[src/rtl/bin2bcd_seq_pkg.sv]
// Shared definitions for the sequential double-dabble binary-to-BCD converter:
// FSM encoding, digit-adjust constants and the iteration-counter width helper.
package bin2bcd_seq_pkg;

  typedef enum logic [1:0] {
    S_IDLE = 2'd0,
    S_RUN  = 2'd1,
    S_DONE = 2'd2
  } state_t;

  localparam logic [3:0] ADJ_THRESH = 4'd5;
  localparam logic [3:0] ADJ_ADD    = 4'd3;

  // The counter must be able to hold BIN_W itself, hence the +1.
  function automatic int cnt_width(input int n_iter);
    int w;
    w = $clog2(n_iter + 1);
    return (w < 1) ? 1 : w;
  endfunction

endpackage

[src/rtl/bin2bcd_seq_digit_adj.sv]
// Per-digit "add 3 if >= 5" correction used before each double-dabble shift.
module bcd_digit_adj
  import bin2bcd_seq_pkg::*;
(
  input  logic [3:0] i_digit,
  output logic [3:0] o_digit
);

  // 4-bit wrap is intentional: no carry leaves the digit.
  assign o_digit = (i_digit >= ADJ_THRESH) ? (i_digit + ADJ_ADD) : i_digit;

endmodule

[src/rtl/bin2bcd_seq.sv]
// Sequential binary-to-BCD converter: one double-dabble iteration per clock,
// start/done handshake, sticky result registers and a top-digit overflow flag.
module bin2bcd_seq
  import bin2bcd_seq_pkg::*;
#(
  parameter int BIN_W  = 8,
  parameter int DIGITS = 3
) (
  input  logic                  clk,
  input  logic                  rst_n,
  input  logic                  start,
  input  logic [BIN_W-1:0]      bin_in,
  output logic                  busy,
  output logic                  done,
  output logic [4*DIGITS-1:0]   bcd_out,
  output logic                  overflow
);

  localparam int BW = 4 * DIGITS;
  localparam int CW = cnt_width(BIN_W);
  localparam logic [CW-1:0] LAST_CNT = CW'(BIN_W - 1);

  state_t             r_state;
  state_t             w_state_nxt;
  logic [BIN_W-1:0]   r_shreg;
  logic [BW-1:0]      r_scratch;
  logic [BW-1:0]      w_adj;
  logic [BW-1:0]      r_bcd;
  logic [CW-1:0]      r_cnt;
  logic               r_ovf_acc;
  logic               r_ovf;
  logic               w_accept;
  logic               w_last;
  logic               w_ovf_nxt;
  logic [BW+BIN_W-1:0] w_cat_sh;

  for (genvar g = 0; g < DIGITS; g++) begin : g_adj
    bcd_digit_adj u_adj (
      .i_digit (r_scratch[4*g +: 4]),
      .o_digit (w_adj[4*g +: 4])
    );
  end

  // Adjust first, then shift the combined {scratch, shreg} left by one.
  assign w_cat_sh  = {w_adj, r_shreg} << 1;
  assign w_ovf_nxt = r_ovf_acc | w_adj[BW-1];

  always_comb begin
    w_state_nxt = r_state;
    w_accept    = 1'b0;
    w_last      = 1'b0;
    unique case (r_state)
      S_IDLE: begin
        if (start) begin
          w_accept    = 1'b1;
          w_state_nxt = S_RUN;
        end
      end
      S_RUN: begin
        if (r_cnt == LAST_CNT) begin
          w_last      = 1'b1;
          w_state_nxt = S_DONE;
        end
      end
      S_DONE: begin
        if (start) begin
          w_accept    = 1'b1;
          w_state_nxt = S_RUN;
        end else begin
          w_state_nxt = S_IDLE;
        end
      end
      default: w_state_nxt = S_IDLE;
    endcase
  end

  always_ff @(posedge clk or negedge rst_n) begin
    if (!rst_n) begin
      r_state <= S_IDLE;
    end else begin
      r_state <= w_state_nxt;
    end
  end

  always_ff @(posedge clk or negedge rst_n) begin
    if (!rst_n) begin
      r_shreg   <= '0;
      r_scratch <= '0;
      r_cnt     <= '0;
      r_ovf_acc <= 1'b0;
      r_bcd     <= '0;
      r_ovf     <= 1'b0;
    end else if (w_accept) begin
      r_shreg   <= bin_in;
      r_scratch <= '0;
      r_cnt     <= '0;
      r_ovf_acc <= 1'b0;
    end else if (r_state == S_RUN) begin
      r_scratch <= w_cat_sh[BW+BIN_W-1:BIN_W];
      r_shreg   <= w_cat_sh[BIN_W-1:0];
      r_cnt     <= r_cnt + CW'(1);
      r_ovf_acc <= w_ovf_nxt;
      if (w_last) begin
        r_bcd <= w_cat_sh[BW+BIN_W-1:BIN_W];
        r_ovf <= w_ovf_nxt;
      end
    end
  end

  assign busy     = (r_state == S_RUN);
  assign done     = (r_state == S_DONE);
  assign bcd_out  = r_bcd;
  assign overflow = r_ovf;

endmodule

[config.mk]
export PLATFORM = sky130hd
export DESIGN_NAME = bin2bcd_seq
export DESIGN_NICKNAME = d
export VERILOG_FILES = /design/src/rtl/bin2bcd_seq_pkg.sv /design/src/rtl/bin2bcd_seq_digit_adj.sv /design/src/rtl/bin2bcd_seq.sv
export SDC_FILE = /design/constraint.sdc
export NUM_CORES = 1
export LEC_CHECK = 0
export CORE_AREA = 5 5 88 90
export CTS_CLUSTER_SIZE = 8
export DETAILED_ROUTE_END_ITERATION = 12
export DIE_AREA = 0 0 93 95
export PLACE_DENSITY = 0.5
export SYNTH_ARGS = -nofsm -noshare
export SYNTH_HDL_FRONTEND = slang
export SYNTH_SLANG_ARGS = --single-unit
[constraint.sdc]
create_clock -name clk -period 1.55 [get_ports clk]
set_input_delay 0.155 -clock clk [delete_from_list [all_inputs] [get_ports clk]]
set_output_delay 0.155 -clock clk [all_outputs]
set_load 0.02 [all_outputs]
==> impl_metrics.env <==
export IMPL_tightest_slew_ps=450
export IMPL_power_frac_comb_pct=51.5
export IMPL_fin_crit_ps=1550
export IMPL_synth_simple_area_share_pct=13.9
export IMPL_busiest_layer="met2"
export IMPL_rr_endpoint="bcd_out[0]$_DFFE_PN0P_"
export IMPL_fin_nets=245
export IMPL_fp_dieW_um=93
export IMPL_p_leak_nw=1.17
export IMPL_synth_compound_area_share_pct=15.5
export IMPL_path_cells="ha_2, nand2_2, nor3_4, buf_6, buf_12, mux2_2"
export IMPL_reg2reg_from="r_cnt[1]$_DFFE_PN0P_"
export IMPL_clkPwrFrac_pct=15.9
export IMPL_end_kind="register"
export IMPL_synthMuxAreaShare_pct=5.80
export IMPL_dp_cells=291
export IMPL_drc=0
export IMPL_hold_slack_ps=334
export IMPL_clkTransAtPathRegs_ps=80
export IMPL_clock_skew_final_ps=5.50
export IMPL_seqPwrFrac_pct=32.5
export IMPL_drt_iter0_markers=50
export IMPL_clock_sinks=40
export IMPL_synth_top_family_by_area="compound AO/OA/AOI/OAI gates"
export IMPL_hold_path_class="primary input to async pin"
export IMPL_synth_area_top_cells="dfrtp_1 53%, ha_1 4.7%, a22o_1 4.2%, mux2_2 4.2%, nand2_1 4.2%"
export IMPL_worstPathRequired_ps=1720
export IMPL_reg2reg_depth=6
export IMPL_first_pass_iters=3
export IMPL_area_delta_synth_final_pct=39.2
export IMPL_boundaryPins=26
export IMPL_wl_um=4060
export IMPL_num_rows=31
export IMPL_core_area_um2=6980
export IMPL_yosysSeqAreaShare_pct=53.3
export IMPL_avgSynthCellArea_um2=10.8
export IMPL_clock_path_buffers=2
export IMPL_crit_path_max_fanout=6
export IMPL_grt_pass1_vias=1440
export IMPL_slew_headroom_pct=70.0
export IMPL_grt_util_met3_pct=2.39
export IMPL_max_cap_violations=0
export IMPL_synth_xor_area_share_pct=1.87
export IMPL_post_route_period_util_pct=100
export IMPL_grt_max_degree=23
export IMPL_setup_viol=0
export IMPL_max_stage_delay_ps=360
export IMPL_synth_top_cell_by_area="dfrtp_1"
export IMPL_placement_io_buffers=25
export IMPL_grt_pass1_wl_um=6660
export IMPL_fmax_ghz=0.645
export IMPL_yosys_area_top_type_share_pct=53.3
export IMPL_rsz0062_at_grt="yes"
export IMPL_gp_congestion=0.757
export IMPL_overflow=0
export IMPL_cts_root_buf="clkbuf_8"
export IMPL_final_area_um2=2610
export IMPL_syn_area_um2=1880
export IMPL_yosysUniqueCellTypes=28
export IMPL_place_area_um2=2320
export IMPL_postRouteAntennaNets=0
export IMPL_p_int_mw=3.66
export IMPL_arrival_ps=1720
export IMPL_hold_violations=0
export IMPL_slowest_stage="dfrtp_1"
export IMPL_htree_levels=2
export IMPL_use_met2_pct=15.7
export IMPL_ys_seq_elements=40
export IMPL_worstSetupStartpointType="register"
export IMPL_clock_latency_ps=280
export IMPL_die_h_um=95
export IMPL_synthAdderAreaFrac_pct=4.66
export IMPL_power_density_nw_per_um2=2210
export IMPL_yosysWarnings=0
export IMPL_p_sw_mw=2.12
export IMPL_layout_commonest_cell="dfrtp_1"
export IMPL_vias_per_cell=4.59
export IMPL_dr_total_vias=1424
export IMPL_r2r_setup_slack_ps=0.3
export IMPL_antenna_found_initial=0
export IMPL_ir_worst_vdd_mv=0.849
export IMPL_dpl_worst_slack_ps=16.2
export IMPL_slew_viol_final=0
export IMPL_grt_total_usage_pct=9.49
export IMPL_dp_hpwl_um=2830
export IMPL_met1_usage_pct=12.6
export IMPL_fin_cells=310
export IMPL_startpoint="r_cnt[1]$_DFFE_PN0P_"
export IMPL_die_area_um2=8840
export IMPL_wire_per_inst_um=13.1
export IMPL_synthCells=174
export IMPL_setup_ws_ps=0.288
export IMPL_drive_gt1_share_pct=26.3
export IMPL_tritoncts="done"
export IMPL_final_cell_mix="40 x dfrtp_1, 22 x clkdlybuf4s50_1, 22 x buf_4"
export IMPL_critPathCapture="bcd_out[0]$_DFFE_PN0P_"
export IMPL_critPathKind="register to register"
export IMPL_status="complete, no violations"
export IMPL_swShare_pct=36.7
export IMPL_syn_nets=192
export IMPL_finalSetupTns_ps=0
export IMPL_numCtsBuffers=5
export IMPL_antenna_cells=0
export IMPL_start_util_pct=26.9
-- how the worst min path moves through the flow --
| stage | from | to | slack (ps) | depth (start not counted) |
|---|---|---|---|---|
| 4_1_cts | rst_n | bcd_out[2]$_DFFE_PN0P_ | 340 | 2 |
| 2_1_floorplan | rst_n | bcd_out[0]$_DFFE_PN0P_ | -140 | 0 |
| 3_5_place_dp | rst_n | bcd_out[2]$_DFFE_PN0P_ | 130 | 1 |
| 5_1_grt | rst_n | bcd_out[2]$_DFFE_PN0P_ | 370 | 2 |
| 6_report | rst_n | bcd_out[2]$_DFFE_PN0P_ | 330 | 2 |
| 3_3_place_gp | rst_n | bcd_out[2]$_DFFE_PN0P_ | 130 | 1 |
-- stage by stage --
| stage | total power, mW | utilization (%) |
|---|---|---|
| 6_report | 5.78 | 37.4 |
| 5_1_grt | 6.26 | 37.4 |
| 4_1_cts | 5.54 | 35.2 |
| 3_5_place_dp | 4.58 | 33.2 |
| 3_3_place_gp | 4.55 | 33.2 |
| 2_1_floorplan | 3.60 | - |
-- flip-flops by register name, summed over array words and instances (netlist names) --
| signal | count |
|---|---|
| r_scratch | 12 |
| r_cnt | 4 |
| r_state | 2 |
| overflow | 1 |
| r_shreg | 8 |
| r_ovf_acc | 1 |
| bcd_out | 12 |
-- repair_timing --
item	4_1_cts	5_1_grt
pin swaps	0	6
gates resized for setup	3	16
hold endpoints to repair	18	0
hold buffers	1	0
setup buffers	0	10
setup endpoints to repair	3	17
gates cloned	0	1
-- final cells by class --
cell class / instances / area (um^2)
sequential: 40 / 1000
timing repair buffer: 54 / 518
inverter: 8 / 30.0
fill: 714 / 4370
clock inverter: 1 / 30.0
multi-input combinational: 118 / 836
clock buffer: 7 / 96.3
tap: 82 / 103
-- critical path, delay by kind of cell, from the launching register on --
family                   cells  cell delay [ps]
flip-flops                   1              360
AND/OR/NAND/NOR              2              280
buffers and inverters        2              260
adder cells (fa/ha/maj)      1              200
multiplexers                 1              330
-- synthesized netlist by cell type, drive strengths merged --
cell / number
a21oi: 15
a22o: 9
a22oi: 7
a31oi: 1
buf: 7
clkbuf: 1
dfrtp: 40
ha: 7
inv: 8
mux2: 7
mux2i: 3
nand2: 21
nand2b: 5
nand3: 4
nand4: 1
nor2: 10
nor2b: 2
nor3: 3
nor3b: 6
o21ai: 12
o22ai: 1
xnor2: 4
-- per-layer routing --
metal	up-vias	part of all wire, %
li1	708	-
met1	695	48
met2	19	49
met3	2	3.0
met4	0	0.47
met5	-	0
-- power by group through the flow --
stage	Clock, mW	Combinational [mW]	Sequential [mW]
5_1_grt	0.994	3.32	1.95
3_5_place_dp	0	2.68	1.89
2_1_floorplan	0	1.55	2.04
6_report	0.921	2.98	1.88
3_3_place_gp	0	2.66	1.89
4_1_cts	0.954	2.71	1.88
-- kinds of logic after synthesis --
| group | count (synthesis) |
|---|---|
| AND/OR/NAND/NOR | 52 |
| AO/OA/AOI/OAI | 45 |
| flip-flops | 40 |
| buffers and inverters | 16 |
| multiplexers | 10 |
| adder cells (fa/ha/maj) | 7 |
| XOR/XNOR | 4 |
Power figures use the tool's default switching activity.
